<file path="config.mk">
export PLATFORM = sky130hd
export DESIGN_NAME = mem_access_flat
export DESIGN_NICKNAME = d
export VERILOG_FILES = /design/src/rtl/mips_pkg.sv /design/src/rtl/mem_access_if.sv /design/src/rtl/mem_byte_lane.sv /design/src/rtl/mem_access.sv /design/src/flat_wrapper.sv
export SDC_FILE = /design/constraint.sdc
export NUM_CORES = 1
export LEC_CHECK = 0
export ABC_AREA = 1
export ABC_CLOCK_PERIOD_IN_PS = 2000
export BUFFER_PORTS_ARGS = -buffer_cell sky130_fd_sc_hd__buf_2
export CORE_MARGIN = 5
export CORE_UTILIZATION = 45
export CTS_CLUSTER_SIZE = 16
export DETAILED_ROUTE_END_ITERATION = 12
export PLACE_DENSITY = 0.84
export SLEW_MARGIN = 20
export SYNTH_ARGS = -nofsm -noshare
export SYNTH_HDL_FRONTEND = slang
export SYNTH_SLANG_ARGS = --single-unit
</file>
<file path="constraint.sdc">
create_clock -name clk -period 2 [get_ports clk]
set_input_delay 0.4 -clock clk [delete_from_list [all_inputs] [get_ports clk]]
set_output_delay 0.4 -clock clk [all_outputs]
set_load 0.01 [all_outputs]
</file>
<file path="src/rtl/mips_pkg.sv">
// rtl/mips_pkg.sv - shared types and widths for the MIPS memory-access stage
package mips_pkg;

   localparam int REG_W  = 5;
   localparam int WORD_W = 32;
   localparam int LANES  = WORD_W / 8;

   typedef enum logic [1:0] {
      IDLE = 2'd0,
      REQ  = 2'd1,
      DONE = 2'd2
   } mem_state_e;

endpackage

</file>
<file path="src/rtl/mem_access_if.sv">
// rtl/mem_access_if.sv - data-memory req/ack bus between the ME stage and memory
interface mem_access_if #(
   parameter int DMEM_AW = 30
);

   logic               DmemReq;
   logic               DmemWe;
   logic [DMEM_AW-1:0] DmemAddr;
   logic [31:0]        DmemWrDat;
   logic [3:0]         DmemBe;
   logic               DmemAck;
   logic [31:0]        DmemRdDat;

   modport master (
      output DmemReq, DmemWe, DmemAddr, DmemWrDat, DmemBe,
      input  DmemAck, DmemRdDat
   );

   modport slave (
      input  DmemReq, DmemWe, DmemAddr, DmemWrDat, DmemBe,
      output DmemAck, DmemRdDat
   );

endinterface

</file>
<file path="src/rtl/mem_byte_lane.sv">
// rtl/mem_byte_lane.sv - byte load extract/sign-extend and byte store replicate (MEM_ACCESS_BYTE_EN)
`ifdef MEM_ACCESS_BYTE_EN
module mem_byte_lane
   import mips_pkg::*;
(
   input  logic [1:0]        byte_sel,
   input  logic              load_byte,
   input  logic              store_byte,
   input  logic [WORD_W-1:0] rd_word,
   input  logic [WORD_W-1:0] wr_word,
   output logic [WORD_W-1:0] ld_data,
   output logic [WORD_W-1:0] st_data,
   output logic [LANES-1:0]  be
);

   logic [7:0] rd_byte;

   // Pick the addressed lane; stores put the byte on every lane and let be select it
   always_comb begin
      rd_byte = rd_word[{byte_sel, 3'b000} +: 8];
      ld_data = load_byte ? {{(WORD_W-8){rd_byte[7]}}, rd_byte} : rd_word;
      st_data = store_byte ? {LANES{wr_word[7:0]}} : wr_word;
      be      = store_byte ? (LANES'(1) << byte_sel) : {LANES{1'b1}};
   end

endmodule
`endif

</file>
<file path="src/rtl/mem_access.sv">
// rtl/mem_access.sv - MIPS memory-access stage: dmem req/ack, load buffer, ME register; option MEM_ACCESS_BYTE_EN
module mem_access
   import mips_pkg::*;
#(
   parameter int DMEM_AW = 30
)(
   input  logic              clk,
   input  logic              rst_n,
   input  logic [WORD_W-1:0] Result_EX,
   input  logic [WORD_W-1:0] WrDat_EX,
   input  logic [REG_W-1:0]  WriteReg_EX,
   input  logic              RegWrite_EX,
   input  logic              MemToReg_EX,
   input  logic              MemWrite_EX,
   input  logic              LoadB_EX,
   input  logic              StoreB_EX,
   input  logic              InstrVal_EX,
   input  logic              AnyStall,
   output logic              MemStall_MEM1,
   output logic [WORD_W-1:0] ResultRdDat_ME,
   output logic [REG_W-1:0]  WriteReg_ME,
   output logic              RegWrite_ME,
   output logic              InstrVal_ME,
   mem_access_if.master      dmem
);

   mem_state_e        state_q, state_d;
   logic [WORD_W-1:0] ldbuf_q, ldbuf_d;
   logic [WORD_W-1:0] result_q, result_d;
   logic [REG_W-1:0]  wreg_q, wreg_d;
   logic              regwr_q, regwr_d;
   logic              ival_q, ival_d;

   logic              mem_op;
   logic [WORD_W-1:0] load_data;
   logic [WORD_W-1:0] store_data;
   logic [LANES-1:0]  byte_en;

   assign mem_op = InstrVal_EX & (MemToReg_EX | MemWrite_EX);

`ifdef MEM_ACCESS_BYTE_EN
   mem_byte_lane u_lane (
      .byte_sel   (Result_EX[1:0]),
      .load_byte  (LoadB_EX),
      .store_byte (StoreB_EX),
      .rd_word    (ldbuf_q),
      .wr_word    (WrDat_EX),
      .ld_data    (load_data),
      .st_data    (store_data),
      .be         (byte_en)
   );
`else
   logic unused_byte_ctl;
   assign unused_byte_ctl = LoadB_EX ^ StoreB_EX ^ (^Result_EX[1:0]);
   assign load_data  = ldbuf_q;
   assign store_data = WrDat_EX;
   assign byte_en    = {LANES{1'b1}};
`endif

   // Address and data come straight from the EX register, which the stall holds steady
   assign dmem.DmemAddr  = Result_EX[DMEM_AW+1:2];
   assign dmem.DmemWrDat = store_data;
   assign dmem.DmemBe    = byte_en;

   // State register
   always_ff @(posedge clk) begin
      if (!rst_n) state_q <= IDLE;
      else        state_q <= state_d;
   end

   // Next state: one request per EX memory op, then wait in DONE until the pipe moves
   always_comb begin
      state_d = state_q;
      case (state_q)
         IDLE:    if (mem_op) state_d = REQ;
         REQ:     if (dmem.DmemAck) state_d = DONE;
         DONE:    if (!AnyStall) state_d = IDLE;
         default: state_d = IDLE;
      endcase
   end

   // FSM outputs; stall never looks at AnyStall so the external OR cannot loop
   always_comb begin
      MemStall_MEM1 = 1'b0;
      dmem.DmemReq  = 1'b0;
      dmem.DmemWe   = 1'b0;
      case (state_q)
         IDLE:    MemStall_MEM1 = mem_op;
         REQ: begin
            MemStall_MEM1 = 1'b1;
            dmem.DmemReq  = 1'b1;
            dmem.DmemWe   = MemWrite_EX;
         end
         default: ;
      endcase
   end

   // Load buffer captures read data only on the ack that ends REQ
   always_comb begin
      ldbuf_d = ldbuf_q;
      if (state_q == REQ && dmem.DmemAck) ldbuf_d = dmem.DmemRdDat;
   end

   // ME register: take EX when the pipe advances, otherwise insert a bubble
   always_comb begin
      result_d = '0;
      wreg_d   = '0;
      regwr_d  = 1'b0;
      ival_d   = 1'b0;
      if (!AnyStall) begin
         result_d = MemToReg_EX ? load_data : Result_EX;
         wreg_d   = WriteReg_EX;
         regwr_d  = RegWrite_EX & InstrVal_EX;
         ival_d   = InstrVal_EX;
      end
   end

   // Data-path flops
   always_ff @(posedge clk) begin
      if (!rst_n) begin
         ldbuf_q  <= '0;
         result_q <= '0;
         wreg_q   <= '0;
         regwr_q  <= 1'b0;
         ival_q   <= 1'b0;
      end else begin
         ldbuf_q  <= ldbuf_d;
         result_q <= result_d;
         wreg_q   <= wreg_d;
         regwr_q  <= regwr_d;
         ival_q   <= ival_d;
      end
   end

   assign ResultRdDat_ME = result_q;
   assign WriteReg_ME    = wreg_q;
   assign RegWrite_ME    = regwr_q;
   assign InstrVal_ME    = ival_q;

endmodule

</file>
<file path="src/flat_wrapper.sv">
// flat-port wrapper written by rule: the top's interface ports become plain ports
module mem_access_flat import mips_pkg::*;
#(
   parameter int DMEM_AW = 30
)
  (clk, rst_n, Result_EX, WrDat_EX, WriteReg_EX, RegWrite_EX, MemToReg_EX, MemWrite_EX, LoadB_EX, StoreB_EX, InstrVal_EX, AnyStall, MemStall_MEM1, ResultRdDat_ME, WriteReg_ME, RegWrite_ME, InstrVal_ME, dmem_DmemReq, dmem_DmemWe, dmem_DmemAddr, dmem_DmemWrDat, dmem_DmemBe, dmem_DmemAck, dmem_DmemRdDat);
  mem_access_if #(.DMEM_AW(DMEM_AW)) dmem_i ();
  input  logic clk;
  input  logic rst_n;
  input  logic [WORD_W-1:0] Result_EX;
  input  logic [WORD_W-1:0] WrDat_EX;
  input  logic [REG_W-1:0] WriteReg_EX;
  input  logic RegWrite_EX;
  input  logic MemToReg_EX;
  input  logic MemWrite_EX;
  input  logic LoadB_EX;
  input  logic StoreB_EX;
  input  logic InstrVal_EX;
  input  logic AnyStall;
  output logic MemStall_MEM1;
  output logic [WORD_W-1:0] ResultRdDat_ME;
  output logic [REG_W-1:0] WriteReg_ME;
  output logic RegWrite_ME;
  output logic InstrVal_ME;
  output wire logic [$bits(dmem_i.DmemReq)-1:0] dmem_DmemReq;
  output wire logic [$bits(dmem_i.DmemWe)-1:0] dmem_DmemWe;
  output wire logic [$bits(dmem_i.DmemAddr)-1:0] dmem_DmemAddr;
  output wire logic [$bits(dmem_i.DmemWrDat)-1:0] dmem_DmemWrDat;
  output wire logic [$bits(dmem_i.DmemBe)-1:0] dmem_DmemBe;
  input wire logic [$bits(dmem_i.DmemAck)-1:0] dmem_DmemAck;
  input wire logic [$bits(dmem_i.DmemRdDat)-1:0] dmem_DmemRdDat;
  assign dmem_DmemReq = dmem_i.DmemReq;
  assign dmem_DmemWe = dmem_i.DmemWe;
  assign dmem_DmemAddr = dmem_i.DmemAddr;
  assign dmem_DmemWrDat = dmem_i.DmemWrDat;
  assign dmem_DmemBe = dmem_i.DmemBe;
  assign dmem_i.DmemAck = dmem_DmemAck;
  assign dmem_i.DmemRdDat = dmem_DmemRdDat;
  mem_access #(.DMEM_AW(DMEM_AW)) u_core (.clk(clk), .rst_n(rst_n), .Result_EX(Result_EX), .WrDat_EX(WrDat_EX), .WriteReg_EX(WriteReg_EX), .RegWrite_EX(RegWrite_EX), .MemToReg_EX(MemToReg_EX), .MemWrite_EX(MemWrite_EX), .LoadB_EX(LoadB_EX), .StoreB_EX(StoreB_EX), .InstrVal_EX(InstrVal_EX), .AnyStall(AnyStall), .MemStall_MEM1(MemStall_MEM1), .ResultRdDat_ME(ResultRdDat_ME), .WriteReg_ME(WriteReg_ME), .RegWrite_ME(RegWrite_ME), .InstrVal_ME(InstrVal_ME), .dmem(dmem_i));
endmodule
</file>
Yosys cells after proc, flatten, opt, wreduce, memory -nomap -nowiden:

Cells that the tools add are included.

* bits in registers: 73
* input bits: 111
* output and inout port bits: 108
* logic and storage cells: 27

* equality and inequality tests: 5
* muxes and demuxes: 8
* bitwise logic cells: 4
* reduce and logical (&&, ||, !) cells: 4

Operator list (count)
* $mux 32: 1
* $mux 2: 3
* $pmux 2 s3: 1
* $ne 2x2->1 const B: 2
* $reduce_and 3->1: 1
* $and 1x1->1: 2
* $eq 2x1->1 const B: 1
* $eq 2x2->1 const B: 1
* $logic_not 2->1: 1
* $mux 1: 2
* $ne 2x1->1 const B: 1
* $pmux 1 s2: 1
* $reduce_or 2->1: 1
* $logic_and 1x1->1: 1
* $not 1->1: 1
* $or 1x1->1: 1

Longest topological paths before layout:

Gate-level depths: netlist (run 1).

* depth after elaboration: 4
* mapped depth: 7
* depth with buffers taken out: 5

Worst setup path after synthesis (run 1):

OpenSTA, ideal clock, no wires.

* kind: register -> output
* from: register u_core.state_q[0]
* to: output dmem_DmemWe
* arrival: 0.857 ns
* data required time: 1.600 ns
* setup slack: 0.743 ns
* stages on the path, launching flop included: 5
* path buffers: 0
* path through: dfxtp_1 inv_1 nor2_1 inv_1 nor2_1

* longest elaborated chain between the ends: 2

Ends and longest elaborated chain
* start: declaration: line mem_access.sv:27 `mem_state_e state_q, state_d;`
* start signal: assignment: line mem_access.sv:68 `else state_q <= state_d;`
* $eq 2x1->1: line mem_access.sv:87 `case (state_q)`
* $mux 1: line mem_access.sv:87
* end: declaration: line flat_wrapper.sv:26 `output wire logic [$bits(dmem_i.DmemWe)-1:0] dmem_DmemWe;`

Every way passes these cells.

Final worst setup path (run 1):

Ends and elaborated chain as after synthesis.

==> results.ini, run 1 <==
[flow_run]
cap_violations = 0

[placed_design]
placed_cells = 618
gp_congestion = 0.815
io_buffers = 148
dp_slack_ns = 0.648
postPlaceCellArea_mm2 = 0.00356
dp_hpwl_um = 5980

[sta]
hold_viol = 0
setup_viol = 0
fin_crit_ns = 1.66
fin_worst_skew_ns = 0.00795
setup_ws_ns = 0.345
hold_ws_ns = 0.274
slew_viol_final = 0
worst_slew_pin_slew_ns = 0.535
maxSlewHeadroom = 0.643
setup-tns-final_ns = 0
max_freq_ghz = 0.604
fin_crit_sh = 0.828
rsz0062_at_grt = no

[routing]
routed_wl_um = 8080
first_iter_violations = 46
drc = 0
firstDrtPassIters = 4
routed_via_density = 4.33
routedWlPerCell_um = 12.8
routed-via-count = 2740
ant_nets = 0

[final_layout]
stdcell_count = 633
fin_util = 0.530
layout_commonest_cell = buf_2
num_antenna_cells = 0
layout_common_cells = buf_2, nand2_1, nor2_1
fin_nets = 641
area_growth_pct = 16.6
design_area_mm2 = 0.00378
layout-drive-gt1-share = 0.339

[power_and_ir_drop]
powerDensity_mw_per_mm2 = 850
internal_power_mw = 2.44
sw_frac_of_total = 0.241
clkPwrFrac = 0.400
ir_drop_uv = 553
power_leakage_nw = 2.07
seq_power_share = 0.480
comb_power_share = 0.120
p_sw_uw = 775
power.total_mw = 3.22

[clocking]
numCtsBuffers = 9
clk_path_buf_depth = 2
htree_num_levels = 3
cts_setup_buffers = 0
root_buffer = clkbuf_8
clock-sinks = 73
clk_pin_slew_worst_paths_ns = 0.08
clk_latency_ns = 0.33
cts_hold_buf = 0
cts_resized = 0
cts_tree = yes

[critical_path]
critical_path_class = reg2out
start_kind = flip-flop
crit_required_ns = 1.60
slowest_delay_ns = 0.37
cp_num_buf_inv = 3
crit_family = flip-flops
r2r_slack_ns = 0.82
arrival_ns = 1.26
cp_slowest_cell = dfxtp_1
worstPathMaxFanout = 3
path_cells = inv_1 -> nor2_1 -> inv_1 -> nor2_1 -> buf_2
worstSetupEndpointType = output port

[floorplan]
row_count = 31
fp.dieArea_mm2 = 0.00901
core_mm2 = 0.00714
fp.dieW_um = 94.9
die_h_um = 94.9
ios = 219
start_util = 0.455

[global_routing]
grt_pass1_vias = 2652
grtUsageTotal = 0.177
overflow = 0
antenna_found_initial = 1
grt_pass1_wl_um = 12200
grt_max_degree = 40

[logic_synthesis]
ys_types = 15
syn_inst = 451
synth_area_mm2 = 0.00325
ys_ff_latch = 73
synth_warnings = 0
postSynthAreaPerCell_um2 = 7.20
ys_seq_area_frac = 0.450

[worst_hold_path]
worstHoldPathType = in2reg

[status]
status = finished, final reports clean

## final timing paths
path                           start                   endpoint  cells past startpoint
setup / recovery   u_core.state_q[0]                dmem_DmemWe                      5
setup reg to reg   u_core.state_q[1]          u_core.ldbuf_q[8]                      6
hold / removal        WriteReg_EX[2]      u_core.WriteReg_ME[2]                      3
hold reg to reg   u_core.ldbuf_q[27]  u_core.ResultRdDat_ME[27]                      2
## tightest hold or removal path: stages
cell and delay, ns:
buf_2 0.09, inv_1 0.04, nor2_1 0.03
## power groups by stage
| stage | clock [mW] | combinational (mW) | sequential (mW) |
|---|---|---|---|
| 6_report | 1.29 | 0.386 | 1.54 |
| 4_1_cts | 1.33 | 0.392 | 1.54 |
| 2_1_floorplan | 0 | 0.314 | 1.59 |
| 3_5_place_dp | 0 | 0.390 | 1.58 |
| 3_3_place_gp | 0 | 0.380 | 1.57 |
| 5_1_grt | 1.39 | 0.440 | 1.55 |
## metal layers
layer	vias up	part of all wire	GRT usage
li1	1416	-	-
met1	1184	0.36	0.178
met2	119	0.53	0.328
met3	19	0.095	0.0614
met4	2	0.018	0.0757
met5	-	0.0016	0
## final cells by class
cell class | instances | area, um2
clock inverter | 4 | 76.3
sequential | 73 | 1460
inverter | 45 | 169
fill | 730 | 3350
clock buffer | 11 | 151
timing repair buffer | 153 | 778
multi-input combinational | 248 | 1020
tap | 99 | 124
## state kept, by name (all words and copies together) (netlist names)
signal	count
u_core.InstrVal_ME	1
u_core.WriteReg_ME	5
u_core.state_q	2
u_core.RegWrite_ME	1
u_core.ldbuf_q	32
u_core.ResultRdDat_ME	32
## synthesized netlist by cell type, drive strengths merged
cell type | instances | share of area
a21oi | 34 | 0.064
buf | 82 | 0.18
clkbuf | 6 | 0.0069
conb | 1 | 0.0012
dfxtp | 73 | 0.45
inv | 45 | 0.052
nand2 | 132 | 0.15
nand3 | 3 | 0.0046
nor2 | 74 | 0.086
or2 | 1 | 0.0027
## kinds of logic after synthesis
| family | share of synthesized area |
|---|---|
| and+or+nand+nor | 0.246 |
| buffers and inverters | 0.239 |
| DFF | 0.450 |
| AOI/OAI and AO/OA | 0.0640 |
| other | 0.00116 |
Power figures use the tool's default switching activity.
==> run 2: changes to the inputs <==
--- a/config.mk
+++ b/config.mk
@@ -6,13 +6,13 @@
 export NUM_CORES = 1
 export LEC_CHECK = 0
 export ABC_AREA = 1
-export ABC_CLOCK_PERIOD_IN_PS = 2000
+export ABC_CLOCK_PERIOD_IN_PS = 1600
 export BUFFER_PORTS_ARGS = -buffer_cell sky130_fd_sc_hd__buf_2
 export CORE_MARGIN = 5
-export CORE_UTILIZATION = 45
+export CORE_UTILIZATION = 42
 export CTS_CLUSTER_SIZE = 16
 export DETAILED_ROUTE_END_ITERATION = 12
-export PLACE_DENSITY = 0.84
+export PLACE_DENSITY = 0.79
 export SLEW_MARGIN = 20
 export SYNTH_ARGS = -nofsm -noshare
 export SYNTH_HDL_FRONTEND = slang
==> constraint.sdc (replaced) <==
create_clock -name clk -period 1.6 [get_ports clk]
set_input_delay 0.32 -clock clk [delete_from_list [all_inputs] [get_ports clk]]
set_output_delay 0.32 -clock clk [all_outputs]
set_load 0.01 [all_outputs]
==> run 2 against run 1 <==
Net effect: sequential power rose by 25%; worst setup slack got worse by 0.24 ns; via count fell by 0.84%; critical path depth did not move; sequential share of layout area fell by 0.20 points; clock skew rose by 0.0014 ns; highest routed layer is now met4.
==> results.ini, run 2 (synthesis gave the netlist of run 1 again) <==
[floorplan]
core_mm2 = 0.00761  ; +6.6%
ios = 219  ; unchanged
fp.dieArea_mm2 = 0.00959  ; +6.4%
row_count = 32  ; +3.2%
die_h_um = 97.9  ; +3.1%
start_util = 0.427  ; -0.0281
fp.dieW_um = 97.9  ; +3.1%

[power_and_ir_drop]
p_sw_mw = 1.02  ; +31%
internal_power_mw = 2.83  ; +16%
sw_frac_of_total = 0.265  ; +0.0238
power_leakage_nw = 2.08  ; +0.62%
seq_power_share = 0.502  ; +0.022
clkPwrFrac = 0.368  ; -0.032
powerDensity_mw_per_mm2 = 1010  ; +19%
ir_drop_uv = 416  ; -25%
comb_power_share = 0.129  ; +0.009
power.total_mw = 3.84  ; +19%

[routing]
routedWlPerCell_um = 12.6  ; -1.3%
routed_wl_um = 8070  ; about the same
ant_nets = 0  ; unchanged
routed-via-count = 2717  ; -0.84%
drc = 0  ; unchanged
firstDrtPassIters = 6  ; +2
routed_via_density = 4.24  ; -2.1%
first_iter_violations = 94  ; +100%

[critical_path]
critical_path_class = reg2out
worstSetupEndpointType = output port
start_kind = flip-flop
arrival_ns = 1.17  ; -0.09 ns
worstPathMaxFanout = 3  ; unchanged
crit_required_ns = 1.28  ; -0.32 ns

[final_layout]
nFillCells = 782  ; +7.1%
layout-drive-gt1-share = 0.347  ; +0.00799
fin_util = 0.500  ; -0.0302
layout_commonest_cell = buf_2
design_area_mm2 = 0.00380  ; +0.53%
fin_nets = 645  ; +0.62%
layout_common_cells = buf_2, nand2_1, nor2_1, dfxtp_1, inv_1
area_growth_pct = 17.2
num_antenna_cells = 0  ; unchanged

[clocking]
clk_pin_slew_worst_paths_ns = 0.09  ; about the same
root_buffer = clkbuf_8
clock-sinks = 73  ; unchanged
clk_path_buf_depth = 2  ; unchanged
numCtsBuffers = 9  ; unchanged
cts_setup_buffers = 0  ; unchanged
cts_tree = yes
clk_latency_ns = 0.34  ; about the same
htree_num_levels = 3  ; unchanged

[worst_hold_path]
worstHoldPathType = in2reg

[sta]
slew_viol_final = 0  ; unchanged
max_freq_ghz = 0.670
setup-tns-final_ns = 0  ; unchanged
hold_ws_ns = 0.187  ; -0.0877 ns
rsz0062_at_grt = no
setup_viol = 0  ; unchanged
hold_viol = 0  ; unchanged
fin_worst_skew_ns = 0.00938  ; +0.00142 ns
fin_crit_ns = 1.49
fin_crit_sh = 0.933

[global_routing]
antenna_found_initial = 0  ; -1
grt_pass1_vias = 2674  ; +0.83%
overflow = 0  ; unchanged
grtUsageTotal = 0.167  ; -0.0101
grt_pass1_wl_um = 13000  ; +6.6%
grt_max_degree = 41  ; +2.5%

[placed_design]
postPlaceCellArea_mm2 = 0.00360  ; +1.3%
dp_hpwl_um = 6100  ; +1.9%
io_buffers = 148  ; unchanged
gp_congestion = 0.792  ; -2.8%

[flow_run]
cap_violations = 0  ; unchanged

[status]
status = finished, final reports clean

==> run 2: area by class of cell <==
type	count	area [um2]	share of cell area
Clock buffer	9	124	0.0326
Inverter	45	169	0.0444
Multi-Input combinational cell	248	1030	0.271
Sequential cell	73	1460	0.384
Tap cell	102	128	0.0335
Clock inverter	7	70.1	0.0184
Timing Repair Buffer	157	821	0.216
==> run 2: path summary, 6_finish.rpt <==
path                           from                  endpoint  slack, ns  cells past startpoint
setup / recovery  u_core.state_q[0]               dmem_DmemWe       0.11                      5
hold / removal       WriteReg_EX[4]     u_core.WriteReg_ME[4]       0.19                      3
setup reg to reg  u_core.state_q[1]         u_core.ldbuf_q[8]       0.41                      6
hold reg to reg   u_core.ldbuf_q[3]  u_core.ResultRdDat_ME[3]       0.46                      2
==> run 2: routing by layer <==
layer / track usage / up-vias / part of all wire
met5: 0 / - / 0
met4: 0.0756 / 0 / 0.019
met3: 0.0621 / 18 / 0.091
met2: 0.300 / 107 / 0.52
met1: 0.172 / 1166 / 0.37
li1: - / 1426 / -
==> run 2: what timing repair did <==
action                     CTS  global route
hold endpoints to repair     0             0
setup endpoints to repair    0             2
resized for setup            0             2
hold buffers                 0             0
==> run 2: stage by stage <==
stage	setup WS, ns	std cells
finish	0.107	641
global route	0.0140	641
CTS	0.0211	641
detailed placement	0.388	625
global placement	0.378	625
floorplan	0.423	454
==> run 2: power by group through the flow <==
stage	Combinational (mW)	Sequential, mW	Clock, mW
2_1_floorplan	0.393	1.99	0
3_3_place_gp	0.488	1.97	0
3_5_place_dp	0.498	1.97	0
4_1_cts	0.501	1.93	1.47
5_1_grt	0.566	1.94	1.53
6_report	0.497	1.93	1.42
==> run 2: critical path, stage by stage, from the launching register on <==
cell	delay (ns)
dfxtp_1	0.37
inv_1	0.09
nor2_4	0.12
inv_1	0.06
nor2_1	0.07
buf_2	0.13
